===== src/rtl/wb_write_arb.sv =====
// Writeback arbiter: merges the in-order pipeline result and a multi-cycle result stream onto the single RF write port.
// Optional macro WB_DRAIN_EN enables a registered upstream stall while the result FIFO is full.
module wb_write_arb #(
  parameter int DEPTH = 4,
  parameter int AW    = 2
) (
  input  logic        clk,
  input  logic        rst,
  input  logic        pipe_valid,
  input  logic [4:0]  pipe_dst,
  input  logic [31:0] pipe_data,
  input  logic        mc_valid,
  output logic        mc_ready,
  input  logic [4:0]  mc_dst,
  input  logic [31:0] mc_data,
  output logic [4:0]  WB_Dst,
  output logic [31:0] WB_Result,
  output logic        RFWr,
  input  logic [4:0]  ID_rs,
  input  logic [4:0]  ID_rt,
  output logic        pend_rs,
  output logic        pend_rt,
  output logic        pipe_stall
);

  localparam logic [AW:0] FULL_CNT = (AW+1)'(DEPTH);

  logic [4:0]       dst_q  [DEPTH];
  logic [31:0]      data_q [DEPTH];
  logic [DEPTH-1:0] live_q, live_d;
  logic [AW-1:0]    head_q, head_d, tail_q, tail_d;
  logic [AW:0]      count_q, count_d;
  logic             rfwr_q, rfwr_d;
  logic [4:0]       wb_dst_q, wb_dst_d;
  logic [31:0]      wb_data_q, wb_data_d;

  logic pipe_win_s, fifo_empty_s, mc_acc_s, pop_s, bypass_s, push_s;

  assign mc_ready  = (count_q < FULL_CNT);
  assign RFWr      = rfwr_q;
  assign WB_Dst    = wb_dst_q;
  assign WB_Result = wb_data_q;

  // Arbitration: pipeline first, then FIFO head, then direct bypass of the mc result.
  always_comb begin
    pipe_win_s   = pipe_valid && (pipe_dst != 5'd0);
    fifo_empty_s = (count_q == '0);
    mc_acc_s     = mc_valid && mc_ready;
    pop_s        = !pipe_win_s && !fifo_empty_s;
    bypass_s     = !pipe_win_s && fifo_empty_s && mc_acc_s && (mc_dst != 5'd0);
    // An mc result matching the pipeline's write in the same cycle is older, so it is dropped.
    push_s       = mc_acc_s && (mc_dst != 5'd0) && !bypass_s &&
                   !(pipe_win_s && (mc_dst == pipe_dst));

    rfwr_d    = 1'b0;
    wb_dst_d  = wb_dst_q;
    wb_data_d = wb_data_q;
    if (pipe_win_s) begin
      rfwr_d    = 1'b1;
      wb_dst_d  = pipe_dst;
      wb_data_d = pipe_data;
    end else if (pop_s) begin
      rfwr_d = live_q[head_q];
      if (live_q[head_q]) begin
        wb_dst_d  = dst_q[head_q];
        wb_data_d = data_q[head_q];
      end else begin
        wb_dst_d  = wb_dst_q;
        wb_data_d = wb_data_q;
      end
    end else if (bypass_s) begin
      rfwr_d    = 1'b1;
      wb_dst_d  = mc_dst;
      wb_data_d = mc_data;
    end else begin
      rfwr_d = 1'b0;
    end
  end

  // FIFO bookkeeping: WAW kill, pop, push and occupancy.
  always_comb begin
    live_d = live_q;
    for (int i = 0; i < DEPTH; i++) begin
      if (pipe_win_s && live_q[i] && (dst_q[i] == pipe_dst)) begin
        live_d[i] = 1'b0;
      end else begin
        live_d[i] = live_q[i];
      end
    end
    if (pop_s) begin
      live_d[head_q] = 1'b0;
    end else begin
      live_d[head_q] = live_d[head_q];
    end
    if (push_s) begin
      live_d[tail_q] = 1'b1;
    end else begin
      live_d[tail_q] = live_d[tail_q];
    end

    head_d = pop_s  ? head_q + {{(AW-1){1'b0}}, 1'b1} : head_q;
    tail_d = push_s ? tail_q + {{(AW-1){1'b0}}, 1'b1} : tail_q;
    case ({push_s, pop_s})
      2'b10:   count_d = count_q + {{AW{1'b0}}, 1'b1};
      2'b01:   count_d = count_q - {{AW{1'b0}}, 1'b1};
      default: count_d = count_q;
    endcase
  end

  // State and output registers.
  always_ff @(posedge clk) begin
    if (rst) begin
      live_q    <= '0;
      head_q    <= '0;
      tail_q    <= '0;
      count_q   <= '0;
      rfwr_q    <= 1'b0;
      wb_dst_q  <= 5'd0;
      wb_data_q <= 32'd0;
      for (int i = 0; i < DEPTH; i++) begin
        dst_q[i]  <= 5'd0;
        data_q[i] <= 32'd0;
      end
    end else begin
      live_q    <= live_d;
      head_q    <= head_d;
      tail_q    <= tail_d;
      count_q   <= count_d;
      rfwr_q    <= rfwr_d;
      wb_dst_q  <= wb_dst_d;
      wb_data_q <= wb_data_d;
      if (push_s) begin
        dst_q[tail_q]  <= mc_dst;
        data_q[tail_q] <= mc_data;
      end
    end
  end

  // Hazard lookup over live queued destinations; killed entries never match.
  always_comb begin
    pend_rs = 1'b0;
    pend_rt = 1'b0;
    for (int i = 0; i < DEPTH; i++) begin
      if (live_q[i] && (dst_q[i] == ID_rs) && (ID_rs != 5'd0)) begin
        pend_rs = 1'b1;
      end else begin
        pend_rs = pend_rs;
      end
      if (live_q[i] && (dst_q[i] == ID_rt) && (ID_rt != 5'd0)) begin
        pend_rt = 1'b1;
      end else begin
        pend_rt = pend_rt;
      end
    end
  end

`ifdef WB_DRAIN_EN
  logic stall_q;

  // Upstream hold lags FIFO-full by one cycle.
  always_ff @(posedge clk) begin
    if (rst) begin
      stall_q <= 1'b0;
    end else begin
      stall_q <= (count_q == FULL_CNT);
    end
  end

  assign pipe_stall = stall_q;
`else
  assign pipe_stall = 1'b0;
`endif

endmodule


===== config.mk =====
export PLATFORM = sky130hd
export DESIGN_NAME = wb_write_arb
export DESIGN_NICKNAME = d
export VERILOG_FILES = /design/src/rtl/wb_write_arb.sv
export SDC_FILE = /design/constraint.sdc
export NUM_CORES = 1
export LEC_CHECK = 0
export BUFFER_PORTS_ARGS = -buffer_cell sky130_fd_sc_hd__buf_2
export CORE_UTILIZATION = 30
export DETAILED_ROUTE_END_ITERATION = 8
export PLACE_DENSITY = 0.48
export SLEW_MARGIN = 10
export SYNTH_ARGS = -nofsm -noshare
export SYNTH_HDL_FRONTEND = slang
export SYNTH_SLANG_ARGS = --single-unit

===== constraint.sdc =====
create_clock -name clk -period 3.9 [get_ports clk]
set_input_delay 0 -clock clk [delete_from_list [all_inputs] [get_ports clk]]
set_output_delay 0 -clock clk [all_outputs]
set_load 0.01 [all_outputs]

**After elaboration in Yosys (flattened, before gate mapping)**

Memory sizes are Yosys's and may differ from the RTL's. A register that Yosys moved wholly into a read port is not among the register bits.
Index checks and enable logic that the tools add are counted.

- Eq/ne operators: 16
- Muxes and demuxes: 53
- Reductions and logical operators: 50
- Add/sub/neg operators: 4
- Bitwise logic cells: 3
- Order comparisons: 5

Operator list:

| cell | count |
|---|---|
| $mux W32 | 5 |
| $eq A5 B5 Y1 | 13 |
| $logic_and A1 B1 Y1 | 36 |
| $reduce_or A32 Y1 | 1 |
| $mux W1 | 27 |
| $mux W5 | 5 |
| $reduce_bool A5 Y1 | 4 |
| $mux W2 | 6 |
| $bwmux W4 | 2 |
| $mux W4 | 2 |
| $bmux W1 S2 | 3 |
| $lt A2 B3 Y1 const B | 2 |
| $pmux W3 S2 | 1 |
| $reduce_or A5 Y1 | 1 |
| $add A2 B1 Y2 const B | 2 |
| $and A4 B4 Y4 | 1 |
| $demux W1 S2 | 2 |
| $ge A2 B1 Y1 const B | 2 |
| $logic_not A1 Y1 | 4 |
| $not A4 Y4 | 1 |
| $or A4 B4 Y4 | 1 |
| $add A3 B1 Y3 const B | 1 |
| $logic_not A3 Y1 | 1 |
| $lt A3 B3 Y1 const B | 1 |
| other kinds (7) | 7 |

- Flip-flop bits (word level): 49
- Memory bits (writable): 148
- Input port bits: 88
- Memories kept: 2
- Logic and storage cells: 140
- Output and inout port bits: 42

Memories:

| name | depth | width | read ports | clocked after memory_dff | write ports | line | source |
|---|---|---|---|---|---|---|---|
| data_q | 4 | 32 | 1 | 1 | 4 | 29 | `logic [31:0] data_q [DEPTH];` |
| dst_q | 4 | 5 | 5 | 1 | 4 | 28 | `logic [4:0] dst_q [DEPTH];` |

**Longest topological paths before layout**

Gate-level depths: netlist (run 1).

- Word-level depth: 14
- Mapped depth: 13

**Least setup slack after synthesis (run 1)**

OpenSTA, ideal clock, no wires.

- Kind: input -> register
- Start point: input port pipe_dst[1]
- End point: memory data_q[3][0], enable pin
- Arrival time: 3.118 ns
- Cell stages on the path: 8
- Setup slack: 0.343 ns
- Setup time: 0.439 ns
- Path through: buf_4 -> or4_4 -> o21ai_4 -> nand2_2 -> clkinv_2 -> o21bai_4 -> buf_6 -> o21bai_1

RTL lines:

| element | line | source |
|---|---|---|
| start, declared | 10 | `input logic [4:0] pipe_dst,` |
| end, declared | 29 |  |

**Worst setup path in the final report (run 1)**

- Start point: input port mc_dst[0]
- End point: register count_q[2]

- Cells in the longest elaborated chain, start to end: 7
- Elaborated cells on any way between the ends: 13

RTL lines:

| element | line | source |
|---|---|---|
| start, declared | 14 | `input logic [4:0] mc_dst,` |
| $reduce_bool A5 Y1 | 50, 52 |  |
| $logic_and A1 B1 Y1 | 50 | `bypass_s = !pipe_win_s && fifo_empty_s && mc_acc_s && (mc_dst != 5'd0);` |
| $logic_not A1 Y1 | 52 | `push_s = mc_acc_s && (mc_dst != 5'd0) && !bypass_s &&` |
| $logic_and A1 B1 Y1 | 52 |  |
| $logic_and A1 B1 Y1 * | 52 |  |
| $eq A2 B1 Y1 or $eq A2 B2 Y1 (tied branches) | 103 | `case ({push_s, pop_s})` |
| $pmux W3 S2 or $reduce_bool A2 Y1 (tied branches) | n/a |  |
| end signal, assigned | 128 | `count_q <= count_d;` |
| end, declared | 32 | `logic [AW:0] count_q, count_d;` |

Every way passes the cells marked *; elsewhere a longest branch is shown, timed or not.
A chain may end at the register's enable or synchronous reset.

==> results.sh, run 1 <==
export IMPL_synth_fa_ha_area_share_pct=1.30
export IMPL_netlist_instances=836
export IMPL_pre_cts_slack_ps=864
export IMPL_hold_viol_final=0
export IMPL_io_pins=130
export IMPL_end_kind="flop"
export IMPL_synth_area_mux_share_pct=12.1
export IMPL_cts_max_level=4
export IMPL_routedWlPerCell_um=19.2
export IMPL_max_cap_violations=0
export IMPL_setup_slack_ps=930
export IMPL_synth_ff_type="edfxtp_1"
export IMPL_period_share_pct=76.2
export IMPL_critPathMaxFanout=16
export IMPL_coreArea_mm2=0.0335
export IMPL_synth_compound_area_share_pct=7.37
export IMPL_rsz0062_at_grt="no"
export IMPL_ys_types=51
export IMPL_p_total_mw=6.97
export IMPL_leakagePower_nw=4.77
export IMPL_drive_above_1_share_pct=23.4
export IMPL_finalCriticalPeriod_ps=2970
export IMPL_tightestPinTransition_ps=937
export IMPL_fin_setup_tns_ps=0
export IMPL_crit_type="in -> reg"
export IMPL_synth_top_cell_by_area="edfxtp_1"
export IMPL_r2r_cells=11
export IMPL_avgViaCountPerCell=4.79
export IMPL_synth_nets=934
export IMPL_worst_path_buf_inv=3
export IMPL_track_usage_pct=16.4
export IMPL_wirelength_um=28100
export IMPL_overflow=0
export IMPL_grt_start_max_net_pins=81
export IMPL_synth_area_per_cell_um2=12.2
export IMPL_area_growth_pct=23.4
export IMPL_postRouteAntennaNets=0
export IMPL_first_global_vias=7260
export IMPL_cts_made_buffers=17
export IMPL_drtIter0Drc=368
export IMPL_slew_viol_final=0
export IMPL_synth_edf_count=148
export IMPL_status="complete, no violations"
export IMPL_setup_violations=0
export IMPL_max_slew_margin_pct=37.5
export IMPL_cts_buffer_depth=2
export IMPL_initial_core_util_pct=30.5
export IMPL_rows=67
export IMPL_antenna_found_initial=0
export IMPL_dieArea_mm2=0.0348
export IMPL_cts_root_buf="clkbuf_16"
export IMPL_ctsHoldBuffers=70
export IMPL_port_buffers=128
export IMPL_yosysTopAreaCellShare_pct=43.5
export IMPL_post_cts_setup_buffers=0
export IMPL_hold_depth=3
export IMPL_synth_xor_area_share_pct=5.91
export IMPL_min_path_type="in -> reg"
export IMPL_num_vias=7023
export IMPL_seq_area_frac_synth_pct=53.4
export IMPL_max_stage_delay_ps=540
export IMPL_slowest_stage="dlygate4sd3_1"
export IMPL_clock_skew_ps=16.4
export IMPL_fp_dieH_um=187
export IMPL_cp_start_kind="primary input"
export IMPL_grt_pass1_wl_um=43300
export IMPL_yosys_area_share_simple_pct=15.9
export IMPL_cp_top_family="compound AO/OA/AOI/OAI gates"
export IMPL_cts_resized=0
export IMPL_synth_area_mm2=0.0102
export IMPL_clock_sinks=199
export IMPL_max_freq_mhz=337
export IMPL_ys_warn_count=0
export IMPL_irDropWorstVdd_mv=0.498
export IMPL_clkTransAtPathRegs_ps=80
export IMPL_drc=0
export IMPL_synth_top_family_by_area="simple AND/OR/NAND/NOR gates"
export IMPL_clock_latency_ps=440
export IMPL_die_x_um=187
export IMPL_cp_required_ps=4260
export IMPL_nNetsFinal=1101
export IMPL_synthArstFlopShare_pct=0
export IMPL_first_pass_iters=5
export IMPL_final_util_pct=37.6
export IMPL_power_density_mw_per_mm2=553
export IMPL_dpl_hpwl_um=17600
export IMPL_yosys_top_cells_area="edfxtp_1 (43%), dfxtp_1 (10%), and2_1 (9.1%)"
export IMPL_crit_cells=11
export IMPL_crit_chain="dlygate4sd3_1 > buf_2 > or4_1 > o211ai_1 > o21bai_4 > ha_1 > inv_1 > fa_1 > xor2_1 > or3_1 > a21oi_1"
export IMPL_ys_ff_latch=199
export IMPL_crit_arrival_ps=3330
export IMPL_cts_tree="yes"
export IMPL_place_gp_congestion=0.847
## per-layer routing
layer | vias to the layer above | GRT usage [%] | share of wire (%)
met5 | - | 0 | 0
met4 | 0 | 5.08 | 1.9
met3 | 32 | 3.14 | 4.0
met2 | 187 | 27.5 | 49
met1 | 3442 | 21.4 | 46
li1 | 3362 | - | -
## synthesized netlist by cell type (9+ instances only)
cell        n
dfxtp_1    51
edfxtp_1  148
o211ai_1   36
clkbuf_1   33
mux4_2     38
and2_1    148
nand3_1    21
xnor2_1    32
inv_1      10
buf_6       9
nand2_1    78
ha_1        9
xor2_1     37
nor2_1     12
mux2i_1    36
buf_2      15
a21oi_1    46
nor4_1     11
## cell type report
| class | count | area (um2) |
|---|---|---|
| diodes | 1 | 2.50 |
| clock inverters | 14 | 174 |
| multi-input cells | 559 | 4410 |
| well taps | 448 | 561 |
| fillers | 3314 | 20900 |
| inverters | 11 | 42.5 |
| repair buffers | 215 | 1520 |
| flip-flops and latches | 199 | 5470 |
| clock buffers | 18 | 439 |
## power by group
| group | internal, mW | switching [mW] |
|---|---|---|
| Combinational | 1.06 | 1.28 |
| Sequential | 2.58 | 0.225 |
| Clock | 0.945 | 0.892 |
## kinds of logic after synthesis
| logic type | count (synthesis) |
|---|---|
| XOR/XNOR | 69 |
| flip-flops | 199 |
| other | 1 |
| AND/OR/NAND/NOR | 294 |
| multiplexers | 76 |
| AO/OA/AOI/OAI | 109 |
| buffers and inverters | 78 |
| adder cells (fa/ha/maj) | 10 |
## stage by stage
stage / hold WS [ps] / instance area (um2) / cells
CTS: 19.5 / 12600 / 1464
global route: 45.2 / 12600 / 1464
global placement: 334 / 11300 / 1362
floorplan: 198 / 10200 / 836
finish: 29.3 / 12600 / 1465
detailed placement: 335 / 11300 / 1362
## path summary, 6_finish.rpt
check	startpoint	endpoint	slack [ps]
max	mc_dst[0]	count_q[2]$_SDFFE_PP0P_	930
min	pipe_dst[0]	WB_Dst[0]$_SDFFE_PP0P_	30
max reg2reg	count_q[2]$_SDFFE_PP0P_	count_q[2]$_SDFFE_PP0P_	1090
min reg2reg	WB_Result[24]$_SDFFE_PP0P_	WB_Result[24]$_SDFFE_PP0P_	450
## worst register-to-register path, stage by stage (launching register included)
cell	delay, ps
dfxtp_1	330
inv_1	110
nand3_2	90
nand2_2	190
clkinv_2	150
o21bai_4	530
ha_1	300
inv_1	60
fa_1	370
xor2_1	160
or3_1	300
a21oi_1	150
## layout by cell type (no fill, tap or decap), types with 3 or more instances in the layout
cell and n:
a21oi_1 46, a311oi_1 4, and2_1 148, and3_1 3
buf_12 4, buf_2 128, buf_4 13, clkbuf_16 17
dfxtp_1 49, dlygate4sd3_1 70, edfxtp_1 148, ha_1 9
inv_1 10, inv_6 3, inv_8 6, mux2i_1 36
mux4_2 38, nand2_1 78, nand3_1 20, nor2_1 12
nor3_1 3, nor4_1 11, nor4_4 3, o211ai_1 36
o31ai_1 5, or2_2 3, or4_1 3, xnor2_1 32
xor2_1 37
## state kept, by name, summed over array words and instances, names as in the netlist, named ones only
name,flops
data_q,128
WB_Result,32
dst_q,20
WB_Dst,5
live_q,4
count_q,3
head_q,2
tail_q,2
RFWr,1
Power figures use the tool's default switching activity.
==> run 2, diff against run 1 <==
- PLACE_DENSITY: 0.48 -> 0.5
- clock period: 3.9 -> 2.45 ns (I/O delays scaled with it)
==> run 2 against run 1 <==
Cell area rose by 2.0%. Combinational power up 72%. Total power up 61%. Critical endpoint unchanged.
==> results.sh, run 2 (synthesis gave the netlist of run 1 again) <==
export IMPL_max_slew_margin_pct=40.8
export IMPL_cp_required_ps=2810
export IMPL_cts_root_buf="clkbuf_16"
export IMPL_grt_start_max_net_pins=49
export IMPL_finalCriticalPeriod_ps=2410
export IMPL_clkTransAtPathRegs_ps=80
export IMPL_place_gp_congestion=0.827
export IMPL_status="complete, no violations"
export IMPL_tightestPinTransition_ps=886
export IMPL_dpl_hpwl_um=17800
export IMPL_area_growth_pct=25.8
export IMPL_cts_max_level=4
export IMPL_layout_cells_non_filler=1490
export IMPL_nNetsFinal=1127
export IMPL_coreArea_mm2=0.0335
export IMPL_place_inst=1390
export IMPL_num_vias=7131
export IMPL_power_density_mw_per_mm2=872
export IMPL_irDropWorstVdd_mv=0.786
export IMPL_max_stage_delay_ps=540
export IMPL_first_global_vias=7436
export IMPL_cts_tree="yes"
export IMPL_track_usage_pct=16.4
export IMPL_die_x_um=187
export IMPL_port_buffers=128
export IMPL_routedWlPerCell_um=18.8
export IMPL_dieArea_mm2=0.0348
export IMPL_grt_pass1_wl_um=43600
export IMPL_mostFrequentLayoutCells="and2_1 (148), edfxtp_1 (148), buf_2 (128)"
export IMPL_wirelength_um=28000
export IMPL_registers_top_by_ff_count="data_q"
export IMPL_io_pins=130
export IMPL_drc=0
export IMPL_crit_chain="dlygate4sd3_1 > buf_2 > or4_4 > o211ai_1 > o21bai_4 > ha_4 > inv_1 > fa_2 > xor2_1 > or3_1 > a21oi_1"
export IMPL_setup_violations=0
export IMPL_clock_sinks=199
export IMPL_cts_buffer_depth=2
export IMPL_drive_above_1_share_pct=25.8
export IMPL_max_cap_violations=0
export IMPL_antenna_found_initial=0
export IMPL_fp_dieH_um=187
export IMPL_placedInstanceArea_mm2=0.0116
export IMPL_crit_arrival_ps=2770
export IMPL_avgViaCountPerCell=4.79
export IMPL_critPathMaxFanout=7
export IMPL_crit_type="in -> reg"
export IMPL_stdcell_area_mm2=0.0129
export IMPL_initial_core_util_pct=30.5
export IMPL_postRouteAntennaNets=0
export IMPL_period_share_pct=98.3
export IMPL_cp_start_kind="primary input"
export IMPL_overflow=0
export IMPL_cp_top_family="simple AND/OR/NAND/NOR gates"
export IMPL_slowest_stage="dlygate4sd3_1"
export IMPL_clock_latency_ps=450
export IMPL_clock_skew_ps=16.5
export IMPL_first_pass_iters=4
export IMPL_rows=67
export IMPL_slew_viol_final=0
export IMPL_rsz0062_at_grt="yes"
export IMPL_min_path_type="in -> reg"
export IMPL_diodes=0
export IMPL_leakagePower_nw=4.90
export IMPL_cts_made_buffers=17
export IMPL_drtIter0Drc=557
export IMPL_worst_path_buf_inv=3
export IMPL_hold_viol_final=0
export IMPL_max_freq_mhz=415
export IMPL_largest_register_ffs=128
export IMPL_end_kind="flop"
run 2: cell count changes in the layout (fill, tap and decap cells not counted), moves of 2 or more:
cell / before / now
inv_6: 3 / 1
buf_4: 13 / 37
buf_12: 4 / 9
dlygate4sd3_1: 70 / 67
clkbuf_1: 0 / 2
clkinvlp_4: 0 / 2
run 2: timing repair:
action                     4_1_cts  5_1_grt
setup endpoints to repair        0      175
setup buffers                    0        1
hold endpoints to repair       173        0
resized for setup                0        2
hold buffers                    67        0
run 2: worst register-to-register path: cells and delay by family, from the launching register on:
kind,cells,cell delay (ps)
AO/OA/AOI/OAI,3,1010
flip-flops,1,510
AND/OR/NAND/NOR,3,470
XOR/XNOR,1,200
run 2: where the power goes:
group	internal, mW	switching (mW)
clock	1.46	1.39
sequential	4.10	0.272
combinational	1.85	2.15
total	7.41	3.82
run 2: final timing paths:
check	from	to	slack, ps	depth (start not counted)
hold / removal	mc_dst[1]	dst_q[1][1]$_SDFFCE_PN0P_	20	2
setup / recovery	mc_dst[3]	count_q[2]$_SDFFE_PP0P_	40	11
setup reg to reg	dst_q[1][2]$_SDFFCE_PN0P_	live_q[3]$_SDFF_PP0_	140	7
hold reg to reg	WB_Result[26]$_SDFFE_PP0P_	WB_Result[26]$_SDFFE_PP0P_	450	2
run 2: per-layer routing:
metal / track usage, % / routed length, um / share of wire, % / vias to the layer above
met2: 27.2 / 13500 / 48 / 179
met3: 2.63 / 1130 / 4.0 / 30
met5: 0 / 0 / 0 / -
li1: - / - / - / 3406
met4: 4.54 / 320 / 1.1 / 0
met1: 22.2 / 13000 / 46 / 3516
run 2: final cells by class:
cell class	instances	area, um2
Inverter	11	42.5
Sequential cell	199	5470
Multi-Input combinational cell	559	4440
Fill cell	3277	20700
Timing Repair Buffer	241	1770
Clock inverter	13	156
Tap cell	448	561
Clock buffer	19	433
run 2: metrics by stage:
step | setup slack [ps] | hold slack, ps | utilization, % | setup TNS (ps) | total power [mW]
CTS | 8.77 | 3.55 | 38.3 | 0 | 11.4
global placement | 16.8 | 327 | 34.6 | 0 | 8.41
finish | 42.0 | 20.0 | 38.4 | 0 | 11.2
detailed placement | -33.1 | 334 | 34.6 | -569 | 8.42
global route | -74.0 | 9.95 | 38.4 | -74.0 | 11.9
floorplan | -162 | 198 | - | -2720 | 7.05
==> run 3, diff against run 2 <==
- CORE_MARGIN: unset -> 8
- RECOVER_POWER: unset -> 25
==> run 3 against run 2 <==
Sequential cell count unchanged. Non-clock buffer count increased by 5. Final cell count increased by 0.34%. Register-to-register slack improved by 40 ps. Wire length increased by 4.2%. Critical endpoint is now live_q[3]$_SDFF_PP0_. Setup slack improved by 140 ps. Clock skew decreased by 2.4 ps. Cell area decreased by 0.75%. Hold slack got worse by 5.4 ps. Combinational power decreased by 2%.
==> results.sh, run 3 (synthesis gave the netlist of run 1 again) <==
export IMPL_cts_made_buffers=17
export IMPL_grt_start_max_net_pins=38
export IMPL_cts_root_buf="clkbuf_16"
export IMPL_routedWlPerCell_um=19.5
export IMPL_first_global_vias=7543
export IMPL_rsz0062_at_grt="no"
export IMPL_grt_pass1_wl_um=45000
export IMPL_critical_path_endpoint="live_q[3]$_SDFF_PP0_"
export IMPL_crit_arrival_ps=2570
export IMPL_status="complete, no violations"
export IMPL_initial_core_util_pct=30.5
export IMPL_clock_sinks=199
export IMPL_fp_dieH_um=201
export IMPL_layout_cells_non_filler=1495
export IMPL_crit_type="reg -> reg"
export IMPL_wirelength_um=29100
export IMPL_dpl_hpwl_um=19300
export IMPL_critPathMaxFanout=6
export IMPL_clkTransAtPathRegs_ps=70
export IMPL_rows=67
export IMPL_period_share_pct=92.7
export IMPL_place_gp_congestion=0.825
export IMPL_cp_required_ps=2750
export IMPL_cts_buffer_depth=2
export IMPL_cts_tree="yes"
export IMPL_avgViaCountPerCell=4.75
export IMPL_leakagePower_nw=4.75
export IMPL_cp_top_family="compound AO/OA/AOI/OAI gates"
export IMPL_diodes=0
export IMPL_port_buffers=128
export IMPL_fin_setup_tns_ps=0
export IMPL_crit_cells=7
export IMPL_max_freq_mhz=440
export IMPL_critPathLaunch="dst_q[0][2]$_SDFFCE_PN0P_"
export IMPL_nNetsFinal=1132
export IMPL_post_cts_setup_buffers=0
export IMPL_slew_viol_final=0
export IMPL_cts_max_level=4
export IMPL_postRouteAntennaNets=0
export IMPL_r2r_cells=7
export IMPL_min_path_type="in -> reg"
export IMPL_track_usage_pct=14.3
export IMPL_cts_resized=0
export IMPL_tightestPinTransition_ps=971
export IMPL_drive_above_1_share_pct=22.1
export IMPL_mostFrequentLayoutCells="and2_1 (148), edfxtp_1 (148), buf_2 (89)"
export IMPL_overflow=0
export IMPL_clock_latency_ps=450
export IMPL_drc=0
export IMPL_registers_top_by_ff_count="data_q"
export IMPL_rrSetupSlack_ps=180
export IMPL_max_cap_violations=0
export IMPL_max_stage_delay_ps=510
export IMPL_num_vias=7104
export IMPL_end_kind="flop"
export IMPL_clock_skew_ps=14.1
export IMPL_hold_viol_final=0
export IMPL_crit_chain="xnor2_1 > nand3_1 > o31ai_1 > nand4_2 > a311o_1 > a21oi_1 > nor4_2"
export IMPL_r2r_end="live_q[3]$_SDFF_PP0_"
export IMPL_first_pass_iters=5
export IMPL_io_pins=130
export IMPL_die_x_um=201
export IMPL_area_growth_pct=24.9
export IMPL_antenna_found_initial=1
export IMPL_largest_register_ffs=128
export IMPL_drtIter0Drc=370
export IMPL_coreArea_mm2=0.0335
export IMPL_max_slew_margin_pct=35.1
export IMPL_nFillCells=3339
export IMPL_cp_start_kind="flop"
export IMPL_setup_violations=0
export IMPL_finalCriticalPeriod_ps=2270
export IMPL_slowest_stage="edfxtp_1"
export IMPL_rr_startpoint="dst_q[0][2]$_SDFFCE_PN0P_"
export IMPL_place_inst=1396
export IMPL_dieArea_mm2=0.0403
export IMPL_power_density_mw_per_mm2=870
export IMPL_irDropWorstVdd_mv=0.471
export IMPL_worst_path_buf_inv=0
==> run 3: cell types whose count changed in the layout (fill, tap and decap cells not counted), moves of 3 or more <==
cell      change
buf_2        -39
inv_6         +3
buf_12        -3
buf_4         +4
clkbuf_1     +38
==> run 3: repair_timing <==
item | CTS | global route
hold buffers | 67 | 0
setup endpoints to repair | 0 | 0
hold endpoints to repair | 173 | 0
==> run 3: per-layer routing <==
layer	up-vias	global-route usage, %	share of wire [%]
met5	-	0	0.045
met4	2	4.34	1.8
met3	31	2.84	3.6
met2	149	23.6	48
met1	3511	18.6	47
li1	3411	-	-
==> run 3: area by class of cell <==
cell class	instances	area, um2	area share, %
Clock buffer	18	439	3.44
Clock inverter	14	134	1.05
Inverter	11	42.5	0.333
Multi-Input combinational cell	559	4420	34.6
Sequential cell	199	5470	42.8
Tap cell	448	561	4.39
Timing Repair Buffer	246	1710	13.4
==> run 3: per-stage QoR <==
stage	util (%)	power [mW]	worst slack, ps	area, um2	hold slack, ps
detailed placement	34.6	8.45	8.63	11600	330
global route	38.1	11.7	16.2	12800	21.0
floorplan	-	7.05	-162	10300	198
CTS	38.4	11.3	157	12900	4.28
finish	38.1	11.1	178	12800	14.6
global placement	34.6	8.43	27.5	11600	327
==> run 3: how the worst min path moves through the flow <==
stage | start | cells past startpoint | to
after floorplan | mc_data[0] | 1 | data_q[0][0]$_SDFFCE_PN0P_
after detailed placement | mc_data[18] | 2 | data_q[3][18]$_DFFE_PP_
after global routing | mc_dst[0] | 3 | dst_q[1][0]$_SDFFCE_PN0P_
after global placement | pipe_data[20] | 3 | WB_Result[20]$_SDFFE_PP0P_
final | mc_dst[0] | 3 | dst_q[0][0]$_SDFFCE_PN0P_
after CTS | mc_dst[0] | 3 | dst_q[0][0]$_SDFFCE_PN0P_
==> run 3: report_power, final <==
group	internal (mW)	switching, mW	total (mW)
combinational	1.77	2.16	3.93
clock	1.38	1.40	2.78
sequential	4.10	0.293	4.40
==> run 3: worst register-to-register path: cells and delay by family (launching register included) <==
kind / cells / cell delay, ps
compound gates: 3 / 980
simple gates: 3 / 450
xor+xnor: 1 / 200
flops: 1 / 510
